--- src/rtl/ahb_sram_ctrl.sv ---
// AHB-lite slave bridging bus transfers onto a single-port synchronous SRAM.
// Zero-wait by default; one stall cycle on a write data phase followed by a read address phase.
module ahb_sram_ctrl #(
  parameter int unsigned ADDR_W      = 12,
  parameter int unsigned WAIT_STATES = 0
) (
  input  logic              clk,
  input  logic              reset,
  input  logic [31:0]       ahb_addr,
  input  logic [1:0]        ahb_trans,
  input  logic              ahb_write,
  input  logic [31:0]       ahb_wdata,
  input  logic [2:0]        ahb_size,
  output logic [31:0]       ahb_rdata,
  output logic              ahb_ready,
  output logic              sram_cs,
  output logic              sram_we,
  output logic [3:0]        sram_be,
  output logic [ADDR_W-1:0] sram_addr,
  output logic [31:0]       sram_wdata,
  input  logic [31:0]       sram_rdata,
  output logic              size_err
);

  localparam int unsigned WS_W = 3;

  typedef enum logic [1:0] {
    S_IDLE     = 2'd0,
    S_DP_RD    = 2'd1,
    S_DP_WR    = 2'd2,
    S_WR_STALL = 2'd3
  } state_t;

  state_t            r_state;
  state_t            w_next;
  logic [WS_W-1:0]   r_ws_cnt;
  logic [ADDR_W-1:0] r_dp_addr;
  logic [3:0]        r_dp_be;
  logic [31:0]       r_rdata_q;
  logic              r_rd_first;
  logic              r_size_err;

  logic              w_accept;
  logic              w_last;
  logic              w_clash;
  logic [3:0]        w_be;
  logic              w_bad;
  logic [ADDR_W-1:0] w_word_addr;
  logic              w_unused_addr;

  assign w_word_addr   = ahb_addr[ADDR_W+1:2];
  assign w_unused_addr = ^ahb_addr[31:ADDR_W+2];
  assign w_last        = (r_ws_cnt == '0);
  assign sram_wdata    = ahb_wdata;
  assign size_err      = r_size_err;

  // Little-endian lane decode; unsupported sizes act as word, misalignment aligns down.
  always_comb begin
    w_be  = 4'b1111;
    w_bad = 1'b0;
    case (ahb_size)
      3'b000:  w_be = 4'b0001 << ahb_addr[1:0];
      3'b001:  begin
        w_be  = ahb_addr[1] ? 4'b1100 : 4'b0011;
        w_bad = ahb_addr[0];
      end
      3'b010:  w_bad = |ahb_addr[1:0];
      default: w_bad = 1'b1;
    endcase
  end

  // Next state and bus/SRAM strobes.
  always_comb begin
    w_next    = r_state;
    ahb_ready = 1'b1;
    ahb_rdata = 32'h0;
    sram_cs   = 1'b0;
    sram_we   = 1'b0;
    sram_be   = 4'b0000;
    sram_addr = w_word_addr;
    w_clash   = 1'b0;
    w_accept  = 1'b0;

    case (r_state)
      S_DP_RD: begin
        ahb_ready = w_last;
        ahb_rdata = r_rd_first ? sram_rdata : r_rdata_q;
      end
      S_DP_WR: begin
        if (w_last) begin
          sram_cs   = 1'b1;
          sram_we   = 1'b1;
          sram_be   = r_dp_be;
          sram_addr = r_dp_addr;
          w_clash   = ahb_trans[1] & ~ahb_write;
          ahb_ready = ~w_clash;
        end else begin
          ahb_ready = 1'b0;
        end
      end
      default: ;
    endcase

    w_accept = ahb_ready & ahb_trans[1] & ~reset;

    // A read is launched in its address phase so data lands in data-phase cycle 1.
    if (w_accept && !ahb_write) begin
      sram_cs   = 1'b1;
      sram_we   = 1'b0;
      sram_addr = w_word_addr;
    end

    if (w_clash) begin
      w_next = S_WR_STALL;
    end else if (w_accept) begin
      w_next = ahb_write ? S_DP_WR : S_DP_RD;
    end else if (ahb_ready) begin
      w_next = S_IDLE;
    end

    if (reset) begin
      sram_cs = 1'b0;
      sram_we = 1'b0;
      sram_be = 4'b0000;
    end
  end

  // State, data-phase capture, wait counter and sticky error.
  always_ff @(posedge clk or posedge reset) begin
    if (reset) begin
      r_state    <= S_IDLE;
      r_ws_cnt   <= '0;
      r_dp_addr  <= '0;
      r_dp_be    <= 4'b0000;
      r_rdata_q  <= 32'h0;
      r_rd_first <= 1'b0;
      r_size_err <= 1'b0;
    end else begin
      r_state    <= w_next;
      r_rd_first <= w_accept & ~ahb_write;
      if (r_rd_first) begin
        r_rdata_q <= sram_rdata;
      end
      if (w_accept) begin
        r_ws_cnt  <= WS_W'(WAIT_STATES);
        r_dp_addr <= w_word_addr;
        r_dp_be   <= w_be;
        if (w_bad) begin
          r_size_err <= 1'b1;
        end
      end else if (r_ws_cnt != '0) begin
        r_ws_cnt <= r_ws_cnt - WS_W'(1);
      end
    end
  end

endmodule

--- config.mk ---
export PLATFORM = sky130hd
export DESIGN_NAME = ahb_sram_ctrl
export DESIGN_NICKNAME = d
export VERILOG_FILES = /design/src/rtl/ahb_sram_ctrl.sv
export SDC_FILE = /design/constraint.sdc
export NUM_CORES = 1
export LEC_CHECK = 0
export CAP_MARGIN = 5
export CORE_ASPECT_RATIO = 0.6
export CORE_MARGIN = 2
export CORE_UTILIZATION = 37
export CTS_CLUSTER_SIZE = 20
export DETAILED_ROUTE_END_ITERATION = 12
export PLACE_DENSITY = 0.79
export SLEW_MARGIN = 10
export SYNTH_ARGS = -nofsm -noshare
export SYNTH_HDL_FRONTEND = slang
export SYNTH_SLANG_ARGS = --single-unit
--- constraint.sdc ---
create_clock -name clk -period 3.5 [get_ports clk]
set_clock_uncertainty 0.15 [all_clocks]
set_input_delay 1.05 -clock clk [delete_from_list [all_inputs] [get_ports clk]]
set_output_delay 1.05 -clock clk [all_outputs]
set_load 0.005 [all_outputs]
[Yosys cells after proc, flatten, opt, wreduce, memory -nomap -nowiden]
Index checks and enable logic that the tools add are counted.
Storage, ports and cells
  register bits after elaboration: 55
  input bits: 104
  output and inout bits: 84
  word-level logic and storage cells: 56
Cells by class
  $add $sub $neg: 1
  equality and inequality tests: 4
  shifts and indexed selects: 1
  mux-type cells: 27
  bitwise logic cells: 7
  reduce and logical (&&, ||, !) cells: 9
Operator list (number)
  32-bit 2-to-1 mux: 2
  12-bit 2-to-1 mux: 3
  4-bit 2-to-1 mux: 4
  1-bit 2-to-1 mux: 9
  2-bit 2-to-1 mux: 4
  4-bit one-hot mux with 2 select lines: 1
  3-bit zero test: 2
  3-bit 2-to-1 mux: 2
  3-bit nonzero test: 2
  1-bit bitwise AND: 4
  1-bit by 2-bit left shift with 4-bit output, first input constant: 1
  3-bit by 1-bit == test with 1-bit output, second input constant: 1
  3-bit by 2-bit == test with 1-bit output, second input constant: 1
  1-bit NOT: 3
  1-bit one-hot mux with 3 select lines: 1
  3-bit by 1-bit subtractor with 3-bit output, second input constant: 1
  2-bit by 1-bit == test with 1-bit output, second input constant: 1
  2-bit == test, second input constant: 1
  1-bit one-hot mux with 2 select lines: 1
  2-bit AND reduction: 1
  2-bit nonzero test: 1
  2-bit OR reduction: 1
  1-bit logical AND: 1
  1-bit zero test: 1

[Longest topological paths before layout]
Gate-level depths: netlist of the first run.
  depth after elaboration: 10
  gate-level depth with buffers: 9
  mapped depth without buffers: 7

[Least setup slack after synthesis of the first run]
Ideal clock, no wire load.
  path type: input -> register
  from: in reset
  to: reg r_dp_addr[0]
  library setup time: 0.125 ns
  arrival time: 3.429 ns
  data required time: 3.225 ns
  setup slack: -0.204 ns
  stages: 4
  buffers on the path: 1
  path through: clkinv_1 > nand3_4 > buf_6 > mux2_4
On the way
  word-level cells in the longest chain between the ends: 2
Ends and longest elaborated chain
  start: declaration: line 8  | input logic reset,
  1-bit NOT: line 104  | w_accept = ahb_ready & ahb_trans[1] & ~reset;
  1-bit bitwise AND: line 104
  end signal: assignment: line 146  | r_dp_addr <= w_word_addr;
  end: declaration: line 37  | logic [ADDR_W-1:0] r_dp_addr;
No other way between the ends.
A chain may end at the register's enable or synchronous reset.

[Worst setup path after layout of the first run]
  from: in ahb_trans[1]
  to: out ahb_ready
On the way
  word-level cells in the longest chain between the ends: 4
Ends and longest elaborated chain
  start: declaration: line 10  | input logic [1:0] ahb_trans,
  1-bit bitwise AND: line 95  | w_clash = ahb_trans[1] & ~ahb_write;
  1-bit NOT: line 96  | ahb_ready = ~w_clash;
  1-bit 2-to-1 mux: line 90  | if (w_last) begin
  1-bit one-hot mux with 2 select lines: line 84  | case (r_state)
  end: declaration: line 15  | output logic ahb_ready,
No other way between the ends.

==> results.txt, run 1 <==
Synth top area cells - dfrtp_1 (47%), mux2_2 (15%), buf_4 (8.7%)
Share of cells above drive strength 1 - 0.324
Synth warn - 0
Post-Route WL - 6.38 mm
Routed vias/inst - 4.53
Leakage power - 1.98 nW
Num CTS Buffers - 5
Setup violations, final - 0
Worst-path clk slew - 70 ps
Hpwl dp - 4.50 mm
Post-Syn Instances - 243
Post-route insts no fill - 447
Minimum clock period - 3460 ps
Register area share after synthesis - 0.469
Max Transition Viols Final - 0
Nets - 446
Avg Inst Size Synth - 12.1 um2
Pre-antenna DRT Iters - 4
CP arrival - 2260 ps
DRT antenna net count - 0
Largest net degree at the start of global routing - 35
Mapped Area - 2940 um2
First-pass GRT wire length - 10.6 mm
I/O Buffers - 104
CTS H-tree lvls - 2
Placed instance area - 3940 um2
Setup_tns - 0 ps
Netlist cell types - 31
Max IR drop VDD - 0.378 mV
Average wire per standard cell - 14.3 um
Class of the worst hold path - flop to flop
DRT iter0 DRCs - 65
Crit path kind - input pin to primary output
CTS Sinks - 55
Hold Vio Cnt, Final - 0
Die Wd - 119 um
Final clock period utilization by the worst path - 0.989
CTS tree - built
Number of synthesized flops with an enable pin - 0
Starting Density - 0.377
Vias in the first global route - 2160
Async SR Flop Fraction - 1.00
Worst-margin pin slew - 317 ps
Die Y - 73.0 um
Status - completed
Die ar. - 8680 um2
Power Density - 578 nW/um2
Max Fanout on Critical Path - 5
Mapped Nets - 351
Worst Path Required - 2300 ps
Routability cong. - 0.713
Fmax - 289 MHz
Initial antenna violation count - 0
Synth-to-Final Area Change - 43.5%
CP Launch Type - input pin
Total GRT Usage - 0.154
Total Power - 2.43 mW
Register area - 1380 um2
Vias - 2027
I/O pin total - 188
Slew headroom - 0.789
Maxcap violations - 0
Dominant cell type by area after synthesis - dfrtp_1
Synthesized flop and latch total - 55
Later-pin clock latency in the skew report - 290 ps
Gr ovfl total - 0
Main flop type after synthesis - dfrtp_1
Hold slack - 329 ps
DRC viols - 0
CP Capture Type - primary output
Antenna diodes - 0
Multi-input logic area - 1300 um2
Hold Buf Count CTS - 0
Cell Rows - 25
CTS Root Cell - clkbuf_16
Layout filler cell count - 690
Core Area - 7790 um2
Dpl cells - 428
Final Cell Area - 4210 um2
Synth top area share - 0.469
Longest Clk Path Bufs - 2
per-layer routing:
metal	global-route usage	vias to the layer above	routed length [um]
li1	-	970	-
met1	0.214	976	3120
met2	0.239	79	2810
met3	0.0539	2	440
met4	0.0212	0	4
met5	0	-	0
per-stage QoR:
step                      utilization  setup WS (ps)
after floorplan                     -            364
after global placement          0.506           -562
after detailed placement        0.506           -577
after CTS                       0.537           -100
after global routing            0.541          -7.23
final                           0.541           37.1
synth_stat cells (all sizes together) (2+ instances only):
| master | count |
|---|---|
| a21oi | 6 |
| a22o | 2 |
| a31oi | 3 |
| and2 | 37 |
| buf | 38 |
| clkbuf | 4 |
| dfrtp | 55 |
| ha | 4 |
| inv | 6 |
| mux2 | 60 |
| nand2 | 3 |
| nor2 | 8 |
| nor2b | 2 |
| o21ai | 6 |
final cells by class:
| class | instances | area share |
|---|---|---|
| Clock buffer | 6 | 0.0330 |
| Sequential cell | 55 | 0.327 |
| Timing Repair Buffer | 130 | 0.284 |
| Tap cell | 108 | 0.0321 |
| Clock inverter | 2 | 0.00921 |
| Inverter | 7 | 0.00654 |
| Multi-Input combinational cell | 139 | 0.309 |
critical path: stages:
cell,delay (ps)
buf_2,130
buf_6,130
nor2b_4,140
o21ai_4,150
buf_4,160
clkdlybuf4s50_1,510
final timing paths:
| check | start | end | slack [ps] | cells past startpoint |
|---|---|---|---|---|
| worst min-delay path | r_rdata_q[28]$_DFF_PP0_ | r_rdata_q[28]$_DFF_PP0_ | 330 | 1 |
| max in group asynchronous | reset | r_rdata_q[26]$_DFF_PP0_ | 1900 | 4 |
| worst min register to register | r_rdata_q[28]$_DFF_PP0_ | r_rdata_q[28]$_DFF_PP0_ | 330 | 1 |
| worst max-delay path | ahb_trans[1] | ahb_ready | 40 | 6 |
| worst max register to register | r_ws_cnt[0]$_DFFE_PP0P_ | r_dp_addr[4]$_DFFE_PP0P_ | 1190 | 10 |
| min in group asynchronous | reset | r_dp_be[1]$_DFFE_PP0P_ | 710 | 3 |
timing repair:
item,4_1_cts,5_1_grt
gates resized for setup,96,9
endpoints found under the hold margin,0,0
buffers inserted,8,2
pin swaps,3,5
gates cloned,1,0
endpoints found under the setup margin,51,18
registers in the layout (all words and copies together), names as in the netlist:
register and count:
r_dp_addr 12, r_dp_be 4, r_rd_first 1, r_rdata_q 32
r_state 2, r_ws_cnt 3, size_err 1
cell families after synthesis:
kind of cell / synth area share
compound gates: 0.0486
xor+xnor: 0.00298
fa+ha+maj: 0.0171
buf+inv: 0.110
flops: 0.469
mux: 0.240
simple gates: 0.112
placed cells by master (no fill, tap or decap), types with 2 or more instances in the layout:
master and count:
mux2_2 40, buf_6 6, mux2_4 12, clkbuf_16 5, dlygate4sd2_1 33, clkbuf_2 2
nand2_1 2, buf_2 7, a21oi_1 5, a31oi_1 3, nor2_1 6, buf_12 2
clkdlybuf4s50_1 55, buf_4 20, dfrtp_1 55, a22o_1 2, ha_2 2, and2_1 37
mux2_1 8, o21ai_0 5, inv_1 6, clkdlybuf4s15_1 4
report_power, final:
part	internal [mW]	switching, mW
sequential	0.885	0.0875
clock	0.360	0.229
combinational	0.528	0.344
Note: power is estimated with default switching activity, not from simulation.
==> run 2, diff against run 1 <==
--- a/config.mk
+++ b/config.mk
@@ -8,10 +8,11 @@
 export CAP_MARGIN = 5
 export CORE_ASPECT_RATIO = 0.6
 export CORE_MARGIN = 2
-export CORE_UTILIZATION = 37
+export CORE_UTILIZATION = 33
 export CTS_CLUSTER_SIZE = 20
 export DETAILED_ROUTE_END_ITERATION = 12
-export PLACE_DENSITY = 0.79
+export PLACE_DENSITY = 0.74
+export SETUP_SLACK_MARGIN = 0.5
 export SLEW_MARGIN = 10
 export SYNTH_ARGS = -nofsm -noshare
 export SYNTH_HDL_FRONTEND = slang
==> constraint.sdc (replaced) <==
create_clock -name clk -period 3 [get_ports clk]
set_clock_uncertainty 0.15 [all_clocks]
set_input_delay 0.9 -clock clk [delete_from_list [all_inputs] [get_ports clk]]
set_output_delay 0.9 -clock clk [all_outputs]
set_load 0.005 [all_outputs]
==> results.txt, run 2 (synthesized netlist as in run 1, its figures left out) <==
Most flops, register - r_rdata_q
Final Cell Area - 4850 um2 (+15%)
Power Density - 671 nW/um2 (+16%)
Minimum clock period - 3170 ps
Gr ovfl total - 0 (unchanged)
Final clock period utilization by the worst path - 1.06
Max Fanout on Critical Path - 5 (unchanged)
Layout filler cell count - 698 (+1.2%)
Nets - 467 (+4.7%)
Worst Path Required - 1950 ps (-350 ps)
RSZ-0062 raised after global routing - true
CP arrival - 2120 ps (-140 ps)
Hold Vio Cnt, Final - 0 (unchanged)
Die ar. - 9690 um2 (+12%)
Synth-to-Final Area Change - 65.2%
Hold slack - 336 ps (+7.07 ps)
Largest net degree at the start of global routing - 35 (unchanged)
Slew headroom - 0.820 (+0.0315)
CTS H-tree lvls - 2 (unchanged)
Average wire per standard cell - 16.7 um (+17%)
Violated checks - negative setup slack
Hpwl dp - 4.64 mm (+3.0%)
Routability cong. - 0.807 (+13%)
Post-Route WL - 7.87 mm (+23%)
Core Area - 8590 um2 (+10%)
Crit path kind - input pin to primary output
DRT antenna net count - 0 (unchanged)
Total Power - 3.26 mW (+34%)
Class of the worst hold path - flop to flop
Setup_tns - -1850 ps (-1850 ps)
Total GRT Usage - 0.169 (+0.0150)
Vias in the first global route - 2392 (+11%)
Starting Density - 0.342 (-0.0351)
DRT iter0 DRCs - 115 (+77%)
Leakage power - 2.30 nW (+16%)
First-pass GRT wire length - 12.8 mm (+20%)
Finished Core Util - 0.565 (+0.0240)
Reg-to-reg slack, setup - 650 ps (-540 ps)
Die Y - 77.1 um (+5.6%)
Pre-antenna DRT Iters - 4 (unchanged)
Later-pin clock latency in the skew report - 290 ps (about the same)
Longest Clk Path Bufs - 2 (unchanged)
Initial antenna violation count - 0 (unchanged)
Cell Rows - 26 (+4.0%)
Top flop regs - r_rdata_q x32, r_dp_addr x12, r_dp_be x4
Maxcap violations - 0 (unchanged)
Highest-count cells in the layout ignoring fill and taps - buf_6 (58), dfrtp_1 (53), mux2_4 (52)
CTS Sinks - 55 (unchanged)
Routed vias/inst - 4.65 (+2.5%)
Share of cells above drive strength 1 - 0.631 (+0.306)
Num CTS Buffers - 5 (unchanged)
Worst-margin pin slew - 270 ps (-47.3 ps)
Die Wd - 126 um (+5.7%)
Max Transition Viols Final - 0 (unchanged)
Fmax - 316 MHz
CTS Root Cell - clkbuf_16
CTS tree - built
CP Capture Type - primary output
Cells on worst reg2reg path - 13 (+3)
WHS Path Cells - 1 (unchanged)
Placed instance area - 4030 um2 (+2.3%)
I/O pin total - 188 (unchanged)
Max reg flops - 32 (unchanged)
Max IR drop VDD - 0.287 mV (-24%)
Hold Buf Count CTS - 0 (unchanged)
Status - finished with violations
Antenna diodes - 0 (unchanged)
Setup ws final - -167 ps (-204 ps)
Setup violations, final - 12 (+12)
I/O Buffers - 104 (unchanged)
Vias - 2194 (+8.2%)
DRC viols - 0 (unchanged)
CP Launch Type - input pin
Most common cell after layout, fill and taps aside - buf_6
Worst-path clk slew - 70 ps (about the same)
run 2: changes by cell type in the layout (fill, tap and decap cells not counted), moves of 30 or more:
cell and change:
buf_6 +52, and2_4 +30, and2_1 -30, mux2_2 -32, mux2_4 +40, clkdlybuf4s50_1 -37
run 2: per-stage QoR:
step / worst slack [ps] / cells
3_3_place_gp: -1100 / 433
5_1_grt: -204 / 472
2_1_floorplan: 209 / 243
4_1_cts: -162 / 466
3_5_place_dp: -1160 / 433
6_report: -167 / 472
run 2: worst max-delay path: stages:
cell and delay, ps:
buf_6 90, nand2b_4 140, nor3_4 240, nor2_4 70
buf_12 130, buf_16 130, mux2_4 300, buf_6 120
run 2: layer usage:
layer	vias to the layer above	GRT usage	part of all wire
met1	1070	0.230	0.46
met4	0	0.0451	0.012
met3	10	0.0642	0.082
met5	-	0	0
li1	1018	-	-
met2	96	0.253	0.44
run 2: final cells by class:
type | count | area (um2) | area share
multi-input cells | 139 | 1570 | 0.325
well taps | 112 | 140 | 0.0289
repair buffers | 151 | 1570 | 0.324
flip-flops and latches | 55 | 1380 | 0.284
inverters | 7 | 31.3 | 0.00645
clock buffers | 8 | 156 | 0.0322
run 2: what timing repair did:
item / in CTS / in global routing
endpoints found under the setup margin: 69 / 67
pin swaps: 27 / 5
setup buffers: 21 / 6
resized for setup: 378 / 28
cloned: 4 / 0
run 2: final timing paths:
path	startpoint	to
worst min register to register	size_err$_DFFE_PP0P_	size_err$_DFFE_PP0P_
worst min-delay path	size_err$_DFFE_PP0P_	size_err$_DFFE_PP0P_
max in group asynchronous	reset	r_dp_be[1]$_DFFE_PP0P_
min in group asynchronous	reset	r_state[0]$_DFFE_PP0P_
worst max register to register	r_ws_cnt[0]$_DFFE_PP0P_	r_dp_addr[5]$_DFFE_PP0P_
worst max-delay path	ahb_write	sram_addr[1]
run 2: power by group:
| part | internal [mW] | leakage [nW] | switching [mW] | total [mW] |
|---|---|---|---|---|
| registers | 1.04 | 0.643 | 0.123 | 1.16 |
| logic | 0.957 | 1.58 | 0.525 | 1.48 |
| clock network | 0.356 | 0.0772 | 0.260 | 0.616 |
==> run 3, diff against run 2 <==
--- a/config.mk
+++ b/config.mk
@@ -11,7 +11,7 @@
 export CORE_UTILIZATION = 33
 export CTS_CLUSTER_SIZE = 20
 export DETAILED_ROUTE_END_ITERATION = 12
-export PLACE_DENSITY = 0.74
+export PLACE_DENSITY = 0.79
 export SETUP_SLACK_MARGIN = 0.5
 export SLEW_MARGIN = 10
 export SYNTH_ARGS = -nofsm -noshare
==> results.txt, run 3 (synthesized netlist as in run 1, its figures left out) <==
Register share of total power - 0.352 (-0.004)
Worst-margin pin slew - 511 ps (+241 ps)
Status - finished with violations
I/O pin total - 188 (unchanged)
Routability cong. - 0.757 (-6.1%)
Minimum clock period - 3150 ps (-17.8 ps)
Core Area - 8590 um2 (unchanged)
Vias in the first global route - 2378 (-0.59%)
Worst-path cell chain - clkdlybuf4s15_1 > nor3_4 > nor2_4 > buf_6 > buf_6 > mux2_4 > buf_6
RSZ-0062 raised after global routing - true
Max IR drop VDD - 0.356 mV (+24%)
Synth-to-Final Area Change - 67.8%
I/O Buffers - 104 (unchanged)
Nets - 471 (+0.86%)
Routed vias/inst - 4.74 (+2.0%)
P_sw - 0.952 mW (+4.9%)
Max Transition Viols Final - 0 (unchanged)
Longest Clk Path Bufs - 2 (unchanged)
Dpl cells - 430 (-0.69%)
DRT iter0 DRCs - 82 (-29%)
First-pass GRT wire length - 13.0 mm (+1.5%)
Gr ovfl total - 0 (unchanged)
Largest net degree at the start of global routing - 39 (+11%)
Hold Buf Count CTS - 0 (unchanged)
Num CTS Buffers - 5 (unchanged)
Leakage power - 2.34 nW (+2.0%)
Fmax - 318 MHz (+0.56%)
Top routing layer in use - met4
Crit path kind - input pin to primary output
Internal - 2.36 mW (+0.29%)
Most flops, register - r_rdata_q
Hpwl dp - 4.59 mm (-1.1%)
Maxcap violations - 0 (unchanged)
Routed wl met3 - 592 um (-7.9%)
CTS tree - built
Setup ws final - -149 ps (+17.8 ps)
Antenna diodes - 0 (unchanged)
Total GRT Usage - 0.171 (+0.00187)
Die ar. - 9690 um2 (unchanged)
Pre-antenna DRT Iters - 4 (unchanged)
DP Worst Slack - -1160 ps (-7.83 ps)
Post-Route WL - 8.37 mm (+6.4%)
CTS H-tree lvls - 2 (unchanged)
CP max stage cell - mux2_4
Cell Rows - 26 (unchanged)
Total Power - 3.31 mW (+1.6%)
CP Launch Type - input pin
Initial antenna violation count - 0 (unchanged)
Most used cell, CP - buf_6
Average wire per standard cell - 17.6 um (+5.5%)
Highest-count cells in the layout ignoring fill and taps - buf_6 (70), mux2_4 (58), dfrtp_1 (54)
Clk pwr share - 0.176 (-0.013)
Starting Density - 0.342 (unchanged)
Most common cell after layout, fill and taps aside - buf_6
Slowest stage delay, CP - 290 ps (about the same)
Post-route insts no fill - 476 (+0.85%)
DRC viols - 0 (unchanged)
Max reg flops - 32 (unchanged)
Die Wd - 126 um (unchanged)
CTS Root Cell - clkbuf_16
Worst-path clk slew - 70 ps (about the same)
Die Y - 77.1 um (unchanged)
Comb power frac - 0.472 (+0.017)
Vias - 2257 (+2.9%)
Later-pin clock latency in the skew report - 290 ps (about the same)
CP Capture Type - primary output
Sw Ratio - 0.288 (+0.00914)
Slew headroom - 0.660 (-0.161)
Final clock period utilization by the worst path - 1.05 (-0.00592)
Met2 wire length - 3.81 mm (+9.6%)
Max Fanout on Critical Path - 3 (-2)
Share of cells above drive strength 1 - 0.648 (+0.0178)
Class of the worst hold path - flop to flop
Hold Vio Cnt, Final - 0 (unchanged)
M1 WL - 3.82 mm (+4.7%)
Worst Path Required - 1950 ps (about the same)
DRT antenna net count - 0 (unchanged)
CTS Sinks - 55 (unchanged)
Setup violations, final - 12 (unchanged)
Power Density - 672 nW/um2 (about the same)
CP arrival - 2100 ps (-20 ps)
Top flop regs - r_rdata_q x32, r_dp_addr x12, r_dp_be x4
Violated checks - negative setup slack
-- run 3: area by class of cell --
class / instances / area (um2)
Tap cell: 112 / 140
Fill cell: 685 / 3660
Clock buffer: 6 / 129
Sequential cell: 55 / 1380
Inverter: 7 / 31.3
Timing Repair Buffer: 155 / 1630
Multi-Input combinational cell: 139 / 1600
Clock inverter: 2 / 12.5
-- run 3: worst paths after layout --
| check | startpoint | endpoint | slack, ps | depth (start not counted) |
|---|---|---|---|---|
| setup / recovery | reset | sram_addr[11] | -150 | 7 |
| hold / removal | r_rdata_q[20]$_DFF_PP0_ | r_rdata_q[20]$_DFF_PP0_ | 350 | 1 |
| setup reg to reg | r_ws_cnt[1]$_DFFE_PP0P_ | r_dp_addr[8]$_DFFE_PP0P_ | 490 | 14 |
| hold reg to reg | r_rdata_q[20]$_DFF_PP0_ | r_rdata_q[20]$_DFF_PP0_ | 350 | 1 |
| max in group asynchronous | reset | r_rd_first$_DFF_PP0_ | 1220 | 4 |
| min in group asynchronous | reset | r_ws_cnt[0]$_DFFE_PP0P_ | 690 | 3 |
-- run 3: routing by layer --
layer | global-route usage | up-vias
met5 | 0 | -
met4 | 0.0429 | 0
met3 | 0.0649 | 17
met2 | 0.267 | 97
met1 | 0.224 | 1121
li1 | - | 1022
-- run 3: power groups by stage --
stage	logic (mW)	registers, mW	clock network (mW)
final	1.56	1.16	0.581
after global routing	1.67	1.19	0.631
after CTS	1.38	1.15	0.594
after detailed placement	1.01	1.15	0
after global placement	0.970	1.14	0
after floorplan	0.671	1.11	0
-- run 3: worst max-delay path: cells and delay by family --
kind / cells / cell delay [ps]
simple gates: 2 / 320
buf+inv: 4 / 590
mux: 1 / 290
-- run 3: through the flow --
| step | util | TNS (ps) | hold slack [ps] | cell area (um2) |
|---|---|---|---|---|
| after global routing | 0.573 | -1740 | 351 | 4920 |
| after floorplan | - | 0 | 298 | 3020 |
| final | 0.573 | -1200 | 346 | 4920 |
| after CTS | 0.545 | -930 | 344 | 4680 |
| after global placement | 0.467 | -23100 | 307 | 4010 |
| after detailed placement | 0.467 | -24700 | 319 | 4010 |
-- run 3: repair_timing --
action / CTS / global route
setup endpoints to repair: 69 / 51
cloned: 3 / 0
buffers inserted: 29 / 6
gates resized for setup: 391 / 47
pin swaps: 32 / 9
